File: src/rtl/ps2_pkg.sv
// ps2_pkg: shared PS/2 state encoding, command bytes and timing helper.
package ps2_pkg;
  typedef enum logic [2:0] {IDLE, INHIBIT, RTS, SEND, ACK, WAIT_IDLE, DONE, ERROR} ps2_state_t;
  localparam logic [7:0] PS2_CMD_SETLED = 8'hED;
  localparam logic [7:0] PS2_CMD_ENABLE = 8'hF4;
  localparam logic [7:0] PS2_CMD_RESET = 8'hFF;
  localparam logic [7:0] PS2_ACK = 8'hFA;
  function automatic longint max3(input longint a, input longint b, input longint c);
    return (a > b) ? ((a > c) ? a : c) : ((b > c) ? b : c);
  endfunction
endpackage

File: src/rtl/ps2_line_sync.sv
// ps2_line_sync: 2-flop synchroniser for the PS/2 clock and data pads plus a
// one-cycle strobe on each synchronised clock falling edge.
module ps2_line_sync (
  input  logic clk,
  input  logic reset,
  input  logic i_clk,
  input  logic i_dat,
  output logic o_clk,
  output logic o_dat,
  output logic o_fall
);
  logic [2:0] r_clk;
  logic [1:0] r_dat;
  always_ff @(posedge clk) begin
    if (reset) begin
      r_clk <= '1;
      r_dat <= '1;
    end else begin
      r_clk <= {r_clk[1:0], i_clk};
      r_dat <= {r_dat[0], i_dat};
    end
  end
  assign o_clk = r_clk[1];
  assign o_dat = r_dat[1];
  assign o_fall = r_clk[2] & ~r_clk[1];
endmodule

File: src/rtl/ps2_host_tx.sv
// ps2_host_tx: sends one command byte to a PS/2 device using the open-drain
// request-to-send sequence, reporting completion or timeout/no-ack.
module ps2_host_tx
  import ps2_pkg::*;
#(
  parameter int CLK_HZ = 50_000_000,
  parameter int INHIBIT_US = 120,
  parameter int START_TO_MS = 15,
  parameter int FRAME_TO_MS = 2
) (
  input  logic       clk,
  input  logic       reset,
  input  logic [7:0] tx_byte,
  input  logic       tx_start,
  output logic       tx_busy,
  output logic       tx_done,
  output logic       tx_error,
  input  logic       ps2_clk_in,
  input  logic       ps2_dat_in,
  output logic       ps2_clk_oe,
  output logic       ps2_dat_oe
);
  localparam longint INH_CYC = longint'(INHIBIT_US) * CLK_HZ / 1_000_000;
  localparam longint START_CYC = longint'(START_TO_MS) * CLK_HZ / 1000;
  localparam longint FRAME_CYC = longint'(FRAME_TO_MS) * CLK_HZ / 1000;
  localparam int CW = $clog2(max3(INH_CYC, START_CYC, FRAME_CYC) + 1);
  localparam logic [CW-1:0] INH_END = CW'(INH_CYC - 1);
  localparam logic [CW-1:0] START_END = CW'(START_CYC - 1);
  localparam logic [CW-1:0] FRAME_END = CW'(FRAME_CYC - 1);
  ps2_state_t r_state;
  logic [CW-1:0] r_cnt;
  logic [3:0] r_n;
  logic [8:0] r_shift;
  logic w_clk, w_dat, w_fall, w_err;
  ps2_line_sync u_sync (
    .clk   (clk),
    .reset (reset),
    .i_clk (ps2_clk_in),
    .i_dat (ps2_dat_in),
    .o_clk (w_clk),
    .o_dat (w_dat),
    .o_fall(w_fall)
  );
  // Frame window runs from the first fall to WAIT_IDLE exit, so the counter is
  // only cleared once the first fall is seen.
  assign w_err = (r_state == RTS && !w_fall && r_cnt == START_END)
    || ((r_state == SEND || r_state == ACK) && !w_fall && r_cnt == FRAME_END)
    || (r_state == ACK && w_fall && w_dat)
    || (r_state == WAIT_IDLE && !(w_clk && w_dat) && r_cnt == FRAME_END);
  always_ff @(posedge clk) begin
    if (reset) begin
      r_state <= IDLE;
      r_cnt <= '0;
      r_n <= '0;
      r_shift <= '0;
      tx_busy <= 1'b0;
      tx_done <= 1'b0;
      tx_error <= 1'b0;
      ps2_clk_oe <= 1'b0;
      ps2_dat_oe <= 1'b0;
    end else begin
      r_cnt <= r_cnt + CW'(1);
      case (r_state)
        IDLE: begin
          r_cnt <= '0;
          if (tx_start) begin
            r_shift <= {~^tx_byte, tx_byte};
            tx_busy <= 1'b1;
            ps2_clk_oe <= 1'b1;
            r_state <= INHIBIT;
          end
        end
        INHIBIT: if (r_cnt == INH_END) begin
          ps2_clk_oe <= 1'b0;
          ps2_dat_oe <= 1'b1;
          r_n <= '0;
          r_cnt <= '0;
          r_state <= RTS;
        end
        RTS, SEND: if (w_fall) begin
          r_n <= r_n + 4'd1;
          ps2_dat_oe <= (r_n == 4'd9) ? 1'b0 : ~r_shift[0];
          r_shift <= r_shift >> 1;
          if (r_state == RTS) r_cnt <= '0;
          r_state <= (r_n == 4'd9) ? ACK : SEND;
        end
        ACK: if (w_fall && !w_dat) begin
          r_n <= r_n + 4'd1;
          r_state <= WAIT_IDLE;
        end
        WAIT_IDLE: if (w_clk && w_dat) begin
          tx_done <= 1'b1;
          r_state <= DONE;
        end
        default: begin
          tx_done <= 1'b0;
          tx_error <= 1'b0;
          tx_busy <= 1'b0;
          r_state <= IDLE;
        end
      endcase
      if (w_err) begin
        r_state <= ERROR;
        tx_error <= 1'b1;
        ps2_clk_oe <= 1'b0;
        ps2_dat_oe <= 1'b0;
      end
    end
  end
endmodule

File: config.mk
export PLATFORM = sky130hd
export DESIGN_NAME = ps2_host_tx
export DESIGN_NICKNAME = d
export VERILOG_FILES = /design/src/rtl/ps2_pkg.sv /design/src/rtl/ps2_line_sync.sv /design/src/rtl/ps2_host_tx.sv
export SDC_FILE = /design/constraint.sdc
export NUM_CORES = 1
export LEC_CHECK = 0
export ABC_AREA = 0
export CAP_MARGIN = 20
export CORE_ASPECT_RATIO = 1.2
export CORE_MARGIN = 3
export CORE_UTILIZATION = 45
export CTS_CLUSTER_DIAMETER = 120
export DETAILED_ROUTE_END_ITERATION = 10
export PLACE_DENSITY_LB_ADDON = 0.25
export SYNTH_ARGS = -nofsm -noshare
export SYNTH_HDL_FRONTEND = slang
export SYNTH_SLANG_ARGS = --single-unit
File: constraint.sdc
create_clock -name clk -period 2.9 [get_ports clk]
set_clock_uncertainty 0.15 [all_clocks]
set_input_delay 0.29 -clock clk [delete_from_list [all_inputs] [get_ports clk]]
set_output_delay 0.29 -clock clk [all_outputs]
set_load 0.02 [all_outputs]
==> results.toml, run 1 <==
[finish]
fillCellCount = 475
area_growth_syn_to_layout_pct = 12.6
nets = 299
final_cells = 342
n_antenna_cell = 0
layout-drive-gt1-share_pct = 7.04

[pwr]
total_power_mw = 1.69
p_leak_nw = 0.863
power.density_mw_per_mm2 = 668
ir_drop_uv = 277

[synth]
synthTopCellsByArea = "dfxtp_1 (41%), nor2_1 (7.9%), xnor2_1 (5.5%), nand2_1 (5.3%), xor2_1 (4.3%)"
ys_warn_count = 0
netlist.area_leader.share_pct = 41.0
synthArstFlopShare_pct = 0
yosysMostFrequentCell = "nor2_1"
synth-edff-count = 0
yosys_register_bits = 46
syn_inst = 269
synthesis.area_mm2 = 0.00225
synth_nets = 285
synth_seq_area_share_pct = 41.0
synthTopCellsByCount = "nor2_1 (47), dfxtp_1 (46), nand2_1 (32)"
syn_avg_cell_area_um2 = 8.35
synthFlopType = "dfxtp_1"
synth.largest_area_cell = "dfxtp_1"
synth_cell_type_count = 43

[clocking]
cts_setup_buffers = 0
cts_made_buffers = 5
cts.htree.levels = 2
path_clk_slew_ns = 0.09
cts_resized = 0
clock_sinks = 46
root_buffer = "clkbuf_8"
clockBufferDepth = 2
cts_hold_buf = 0
clk_latency_ns = 0.30
cts_tree = "done"

[worst_setup_path]
crit_arrival_ns = 2.22
critPathRequiredTime_ns = 2.96
worstSetupPathType = "flop to flop"
worstPathMaxFanout = 15
critPathLaunchType = "flop"
crit_path_end_kind = "flop"
r2r_slack_ns = 0.74

[floorplanning]
core-area_mm2 = 0.00470
die_x_um = 70.5
rows = 27
die_y_um = 83.4
start_util_pct = 47.9
io_pins = 18
die_area_mm2 = 0.00588

[placement]
dp.cells = 334
gp_congestion = 0.843
io_buffers = 17
hpwlAfterDp_mm = 3.34
dpl_worst_slack_ns = 0.742

[sta]
fmax_ghz = 0.464
tightest_slew_ns = 0.738
rsz0062_at_grt = "no"
setup_viol = 0
min_period_ns = 2.16
finalCritPeriodShare_pct = 74.3
hold_viol = 0
relSlewSlack_pct = 50.3
finalMaxSlewViolations = 0
finalSetupTns_ns = 0
fin_ws_ns = 0.745

[route]
remaining_drc_errors = 0
drtAntennaViolNets = 0
drt_iter0_markers = 87
routedWlPerCell_um = 13.6
via_per_inst = 5.44
routed_wl_mm = 4.64
dr_total_vias = 1860
first_pass_iters = 4

[global_routing]
grt_max_degree = 21
grt_usage_pct = 16.9
grt.overflow.total = 0
antenna_found_initial = 0
first_global_vias = 1775
grt_pass1_wl_mm = 8.05

[min_path]
hold_class = "flop to flop"

[run]
max_cap_viol_count = 0

[run_status]
status = "finished clean"
-- final timing paths --
kind	from	end	cells after the start
max	r_state[2]$_SDFFE_PP0P_	ps2_clk_oe$_SDFFE_PP0P_	5
min	u_sync.r_dat[0]$_SDFF_PP1_	u_sync.r_dat[1]$_SDFF_PP1_	1
max reg2reg	r_state[2]$_SDFFE_PP0P_	ps2_clk_oe$_SDFFE_PP0P_	5
min reg2reg	u_sync.r_dat[0]$_SDFF_PP1_	u_sync.r_dat[1]$_SDFF_PP1_	1
-- layout make-up --
| class | instances | area [um2] | area share [%] |
|---|---|---|---|
| Multi-Input combinational cell | 206 | 1240 | 49.1 |
| Sequential cell | 46 | 921 | 36.4 |
| Timing Repair Buffer | 19 | 185 | 7.32 |
| Clock buffer | 7 | 86.3 | 3.41 |
| Tap cell | 58 | 72.6 | 2.87 |
| Inverter | 5 | 18.8 | 0.742 |
| Clock inverter | 1 | 5.00 | 0.198 |
-- per-layer routing --
metal	vias to the layer above	global-route usage, %	part of all wire [%]
li1	960	-	-
met3	6	3.75	3.4
met2	27	29.6	50
met4	0	6.79	1.7
met1	867	19.5	45
met5	-	0	0
-- critical path, stage by stage, from the launching register on --
cell	delay (ns)
dfxtp_1	0.61
and2b_1	0.38
nand2_1	0.14
nand2_1	0.05
a41oi_1	0.47
nor4b_1	0.26
-- stage by stage --
stage | util, % | hold slack (ns) | cell area [um2]
2_1_floorplan | - | 0.239 | 2250
3_3_place_gp | 51.9 | 0.242 | 2440
3_5_place_dp | 51.9 | 0.248 | 2440
4_1_cts | 53.9 | 0.270 | 2530
5_1_grt | 53.9 | 0.280 | 2530
6_report | 53.9 | 0.265 | 2530
-- where the power goes --
| group | total [mW] | internal (mW) | leakage (nW) | switching [mW] |
|---|---|---|---|---|
| registers | 0.783 | 0.708 | 0.375 | 0.0747 |
| logic | 0.497 | 0.193 | 0.440 | 0.304 |
| clock network | 0.411 | 0.193 | 0.0482 | 0.218 |
-- cells in the final DEF, fill, tap and decap left out, types with 10 or more instances in the layout --
cell             synthesis  layout
a21oi_1                 12      12
a311oi_1                10      10
clkdlybuf4s50_1          0      17
dfxtp_1                 46      46
nand2_1                 32      32
nand3_1                 10      10
nor2_1                  47      47
xnor2_1                 14      14
xor2_1                  11      11
-- cell families after synthesis --
logic type	after synthesis	synth area share (%)
compound gates	39	12.0
xor+xnor	25	9.74
fa+ha+maj	3	1.67
buf+inv	17	3.79
flops	46	41.0
mux	1	0.501
simple gates	138	31.3
-- state kept, by name (all words and copies together) (netlist names) --
signal,count
ps2_dat_oe,1
tx_error,1
r_cnt,20
tx_done,1
u_sync.r_clk,3
r_state,3
ps2_clk_oe,1
u_sync.r_dat,2
r_shift,9
tx_busy,1
r_n,4
No activity file was read; power rests on OpenSTA's default activity.
==> run 2, diff against run 1 <==
- clock period: 2.9 -> 2 ns (I/O delays scaled with it)
==> run 2 against run 1 <==
Net effect:
- the flow now finishes with violations (setup timing)
- cell area is 9.4% higher
- clock power increased by 42%
- routed wire length up 6.8%
- sequential share of layout area down 3.1 points
- first-iteration DRC count grew 150%
- total power increased by 58%
- combinational power increased by 93%
- via count up 6.7%
- count of clock-buffer cells in the layout stayed put
- critical path type unchanged
==> results.toml, run 2 (synthesized netlist as in run 1, its figures left out) <==
[run_status]
violations = "setup timing"
status = "finished, violations left"

[worst_setup_path]
critPathRequiredTime_ns = 2.08
cp_top_family = "simple AND/OR/NAND/NOR gates"
startpoint = "r_cnt[13]$_SDFF_PP0_"
critPathLaunchType = "flop"
crit_path_end_kind = "flop"
cp_cell_sequence = "or4_4 -> nor4_4 -> a31oi_4 -> or3_1 -> a31oi_1"
r2r_end = "r_state[1]$_SDFFE_PP0P_"
r2r_slack_ns = -0.03
cp.depth = 5
worstSetupPathType = "flop to flop"
r2r-start = "r_cnt[13]$_SDFF_PP0_"
slowest_delay_ns = 0.53
crit_arrival_ns = 2.12
reg2regPathDepth = 5
path_buf_inv = 0
endpoint = "r_state[1]$_SDFFE_PP0P_"
crit_path_top_delay_cell = "or4_4"
worstPathMaxFanout = 5

[clocking]
root_buffer = "clkbuf_8"
path_clk_slew_ns = 0.09
clock_sinks = 46
clockBufferDepth = 2
cts.htree.levels = 2
cts_hold_buf = 0
clk_latency_ns = 0.30
cts_tree = "done"
cts_made_buffers = 5

[route]
via_per_inst = 5.45
remaining_drc_errors = 0
routed_wl_mm = 4.95
routedWlPerCell_um = 13.6
first_pass_iters = 4
drt_iter0_markers = 217
drtAntennaViolNets = 0
dr_total_vias = 1985

[run]
max_cap_viol_count = 0

[finish]
nets = 321
fillCellCount = 446
fin_util_pct = 58.9
top_regs = "r_cnt x20, r_shift x9, r_n x4"
final_cells = 364
layout-drive-gt1-share_pct = 17.0
area_growth_syn_to_layout_pct = 23.2
mostFrequentLayoutCell = "dfxtp_1"
most-common-layout-cells = "dfxtp_1 (45), nor2_1 (41), nand2_1 (32)"
n_antenna_cell = 0
final_cell_area_mm2 = 0.00277
top_register = "r_cnt"
largest_register_ffs = 20

[global_routing]
first_global_vias = 1951
grt_use_met2_pct = 30.4
globalRoute.busiestLayer = "met2"
grt_usage_pct = 18.0
grt.overflow.total = 0
grt_pass1_wl_mm = 8.65
gr-usage-met3_pct = 3.75
antenna_found_initial = 0
use_met1_pct = 20.9
grt_max_degree = 21

[sta]
finalCritPeriodShare_pct = 102
relSlewSlack_pct = 59.8
tightest_slew_ns = 0.595
rsz0062_at_grt = "yes"
fmax_ghz = 0.492
hold_viol = 0
finalMaxSlewViolations = 0
fin_ws_ns = -0.0339
min_period_ns = 2.03
setup_viol = 13

[floorplanning]
rows = 27
io_pins = 18
die_y_um = 83.4
start_util_pct = 47.9
die_x_um = 70.5
die_area_mm2 = 0.00588
core-area_mm2 = 0.00470

[placement]
hpwlAfterDp_mm = 3.51
gp_congestion = 0.874
io_buffers = 17
dp.cells = 354
placed_area_mm2 = 0.00259

[pwr]
p_leak_nw = 0.983
ir_drop_uv = 532
total_power_mw = 2.67
power.density_mw_per_mm2 = 965

[min_path]
hold_class = "flop to flop"
-- run 2: cell count changes in the layout (fill, tap and decap cells not counted), moves of 2 or more --
| cell | before | now |
|---|---|---|
| a311oi_1 | 10 | 8 |
| a311oi_2 | 0 | 2 |
| buf_4 | 2 | 20 |
| buf_6 | 0 | 4 |
| nor2_1 | 47 | 41 |
| nor2_2 | 0 | 5 |
-- run 2: through the flow --
| stage | setup TNS, ns | worst slack [ns] | hold WS, ns |
|---|---|---|---|
| after floorplan | 0 | 0.0235 | 0.154 |
| after global placement | 0 | 0.0102 | 0.242 |
| after detailed placement | -0.294 | -0.0234 | 0.248 |
| after CTS | -0.171 | -0.0228 | 0.261 |
| after global routing | -2.46 | -0.154 | 0.273 |
| final | -0.268 | -0.0339 | 0.256 |
-- run 2: final cells by class --
class / count / area, um2 / area share [%]
inverter: 5 / 18.8 / 0.678
tap: 58 / 72.6 / 2.62
clock buffer: 7 / 86.3 / 3.12
multi-input combinational: 206 / 1300 / 46.9
sequential: 46 / 922 / 33.3
timing repair buffer: 41 / 365 / 13.2
clock inverter: 1 / 5.00 / 0.181
-- run 2: power breakdown --
group / internal (mW) / leakage, nW / total [mW] / switching [mW]
logic: 0.428 / 0.560 / 0.957 / 0.529
clock network: 0.279 / 0.0482 / 0.582 / 0.303
registers: 1.03 / 0.375 / 1.13 / 0.107
total: 1.73 / 0.983 / 2.67 / 0.939
-- run 2: worst min-delay path by stage --
stage	from	end	slack, ns	cells after the start
2_1_floorplan	ps2_clk_in	u_sync.r_clk[0]$_SDFF_PP1_	0.15	1
3_3_place_gp	u_sync.r_dat[0]$_SDFF_PP1_	u_sync.r_dat[1]$_SDFF_PP1_	0.24	1
3_5_place_dp	u_sync.r_dat[0]$_SDFF_PP1_	u_sync.r_dat[1]$_SDFF_PP1_	0.25	1
4_1_cts	u_sync.r_dat[0]$_SDFF_PP1_	u_sync.r_dat[1]$_SDFF_PP1_	0.26	1
5_1_grt	u_sync.r_dat[0]$_SDFF_PP1_	u_sync.r_dat[1]$_SDFF_PP1_	0.27	1
6_report	u_sync.r_dat[0]$_SDFF_PP1_	u_sync.r_dat[1]$_SDFF_PP1_	0.26	1
-- run 2: layer usage --
metal  wire length [um]  share of wire [%]
met1               2160                 44
met2               2480                 50
met3                166                3.4
met4                140                2.8
met5                  0                  0
-- run 2: repair_timing --
item	CTS	global route
setup buffers	1	0
gates resized for setup	4	17
setup endpoints to repair	22	31
cloned	0	2
pin swaps	15	0
==> run 3, diff against run 2 <==
- CORE_UTILIZATION: 45 -> 62
- PLACE_DENSITY: default -> 0.84
- PLACE_DENSITY_LB_ADDON: 0.25 -> default
- clock period: 2 -> 2.53 ns (I/O delays scaled with it)
==> run 3 against run 2 <==
Net effect:
- the run now ends clean
- fmax shrank 6.7%
- clock power down 22%
- combinational power fell by 39%
- count of clock-buffer cells in the layout unchanged
- cell area decreased by 8.7%
- global-route usage increased by 6.1 points
- via count fell by 3.7%
- flip-flop and latch count unchanged
- total power is 28% lower
- worst setup slack gained 0.38 ns
- critical path depth is the same
- critical path type unchanged
- critical endpoint is now r_n[1]$_SDFFE_PP0P_
- largest power group unchanged
==> results.toml, run 3 (synthesized netlist as in run 1, its figures left out) <==
[run_status]
status = "finished clean"

[sta]
relSlewSlack_pct = 67.3
setup_viol = 0
min_period_ns = 2.18
tightest_slew_ns = 0.484
finalCritPeriodShare_pct = 86.2
finalSetupTns_ns = 0
fmax_ghz = 0.459
rsz0062_at_grt = "no"
hold_viol = 0
finalMaxSlewViolations = 0

[finish]
most-common-layout-cells = "nor2_1 (47), dfxtp_1 (46), nand2_1 (32)"
area_growth_syn_to_layout_pct = 12.4
top_regs = "r_cnt x20, r_shift x9, r_n x4"
largest_register_ffs = 20
nets = 302
n_antenna_cell = 0
mostFrequentLayoutCell = "nor2_1"
layout-drive-gt1-share_pct = 8.01
final_cell_area_mm2 = 0.00253
top_register = "r_cnt"
fillCellCount = 285

[pwr]
p_comb_share_pct = 30.1
pwr-share-clk_pct = 23.5
p_sw_uw = 672
p_leak_nw = 0.877
seq_power_share_pct = 46.4
power.density_mw_per_mm2 = 765
ir_drop_uv = 466
p_int_mw = 1.26
swShare_pct = 34.8

[worst_setup_path]
worstPathMaxFanout = 5
crit_path_top_delay_cell = "or4_4"
critPathRequiredTime_ns = 2.57
r2r_slack_ns = 0.35
crit_path_end_kind = "flop"
slowest_delay_ns = 0.55
crit_arrival_ns = 2.22
critPathLaunchType = "flop"
cp_top_family = "simple AND/OR/NAND/NOR gates"
path_buf_inv = 0
worstSetupPathType = "flop to flop"
reg2regPathDepth = 5
r2r-start = "r_cnt[13]$_SDFF_PP0_"
r2r_end = "r_n[1]$_SDFFE_PP0P_"
cp_cell_sequence = "or4_4 -> nor4_4 -> a31oi_2 -> nor2_1 -> mux2_2"

[clocking]
clock_sinks = 46
root_buffer = "clkbuf_8"
cts_made_buffers = 5
cts_hold_buf = 0
cts_setup_buffers = 0
clockBufferDepth = 2
cts_tree = "done"
path_clk_slew_ns = 0.08
clk_latency_ns = 0.30
cts_resized = 0
cts.htree.levels = 2

[global_routing]
antenna_found_initial = 0
grt.overflow.total = 0
grt_max_degree = 25
grt_usage_pct = 24.1
grt_pass1_wl_mm = 8.05
first_global_vias = 1886

[floorplanning]
die_area_mm2 = 0.00439
core-area_mm2 = 0.00340
io_pins = 18
die_x_um = 61.0
start_util_pct = 66.2
die_y_um = 72.0
rows = 23

[route]
remaining_drc_errors = 0
via_per_inst = 5.90
dr_total_vias = 1912
drt_iter0_markers = 134
routed_wl_mm = 4.72
drtAntennaViolNets = 0
first_pass_iters = 4
routedWlPerCell_um = 14.6

[min_path]
min_from = "u_sync.r_dat[0]$_SDFF_PP1_"
hold_depth = 1
holdPathEnd = "u_sync.r_dat[1]$_SDFF_PP1_"
hold_class = "flop to flop"

[placement]
hpwlAfterDp_mm = 3.41
gp_congestion = 0.798
placed_area_mm2 = 0.00243
io_buffers = 17

[run]
max_cap_viol_count = 0
-- run 3: how the worst max path moves through the flow --
stage	startpoint	to	cells past startpoint
6_report	r_cnt[13]$_SDFF_PP0_	r_n[1]$_SDFFE_PP0P_	5
5_1_grt	r_cnt[5]$_SDFF_PP0_	r_n[1]$_SDFFE_PP0P_	5
3_3_place_gp	r_cnt[13]$_SDFF_PP0_	r_n[1]$_SDFFE_PP0P_	5
4_1_cts	r_cnt[13]$_SDFF_PP0_	r_n[1]$_SDFFE_PP0P_	5
3_5_place_dp	r_cnt[13]$_SDFF_PP0_	r_n[1]$_SDFFE_PP0P_	5
2_1_floorplan	r_cnt[13]$_SDFF_PP0_	r_n[1]$_SDFFE_PP0P_	5
-- run 3: per-stage QoR --
stage | utilization, % | setup WS, ns | hold WS [ns] | power, mW | cells
after floorplan | - | 0.529 | 0.207 | 1.34 | 269
after CTS | 74.4 | 0.363 | 0.276 | 1.96 | 324
after global routing | 74.4 | 0.201 | 0.281 | 2.06 | 324
final | 74.4 | 0.350 | 0.265 | 1.93 | 324
after global placement | 71.7 | 0.432 | 0.248 | 1.48 | 316
after detailed placement | 71.7 | 0.392 | 0.255 | 1.49 | 316
-- run 3: routing by layer --
| metal | vias up | GRT usage (%) | wire length (um) |
|---|---|---|---|
| met3 | 11 | 5.16 | 157 |
| met5 | - | 0 | 0 |
| li1 | 967 | - | - |
| met1 | 898 | 26.6 | 1910 |
| met2 | 36 | 43.0 | 2540 |
| met4 | 0 | 10.4 | 105 |
-- run 3: worst register-to-register path, cell delays in order (launching register included) --
cell     delay [ns]
dfxtp_1        0.35
or4_4          0.55
nor4_4         0.20
a31oi_2        0.19
nor2_1         0.28
mux2_2         0.36
-- run 3: power by group through the flow --
stage                     clock (mW)  sequential (mW)  combinational [mW]
after detailed placement           0            0.916               0.576
final                          0.454            0.898               0.581
after global placement             0            0.912               0.563
after floorplan                    0            0.879               0.463
after CTS                      0.476            0.899               0.582
after global routing           0.500            0.910               0.646
-- run 3: final cells by class --
cell class | count | area, um2 | share of cell area (%)
clock inverters | 1 | 5.00 | 0.198
clock buffers | 7 | 86.3 | 3.42
multi-input cells | 206 | 1240 | 49.1
repair buffers | 22 | 208 | 8.22
well taps | 37 | 46.3 | 1.83
inverters | 5 | 18.8 | 0.743
flip-flops and latches | 46 | 921 | 36.5
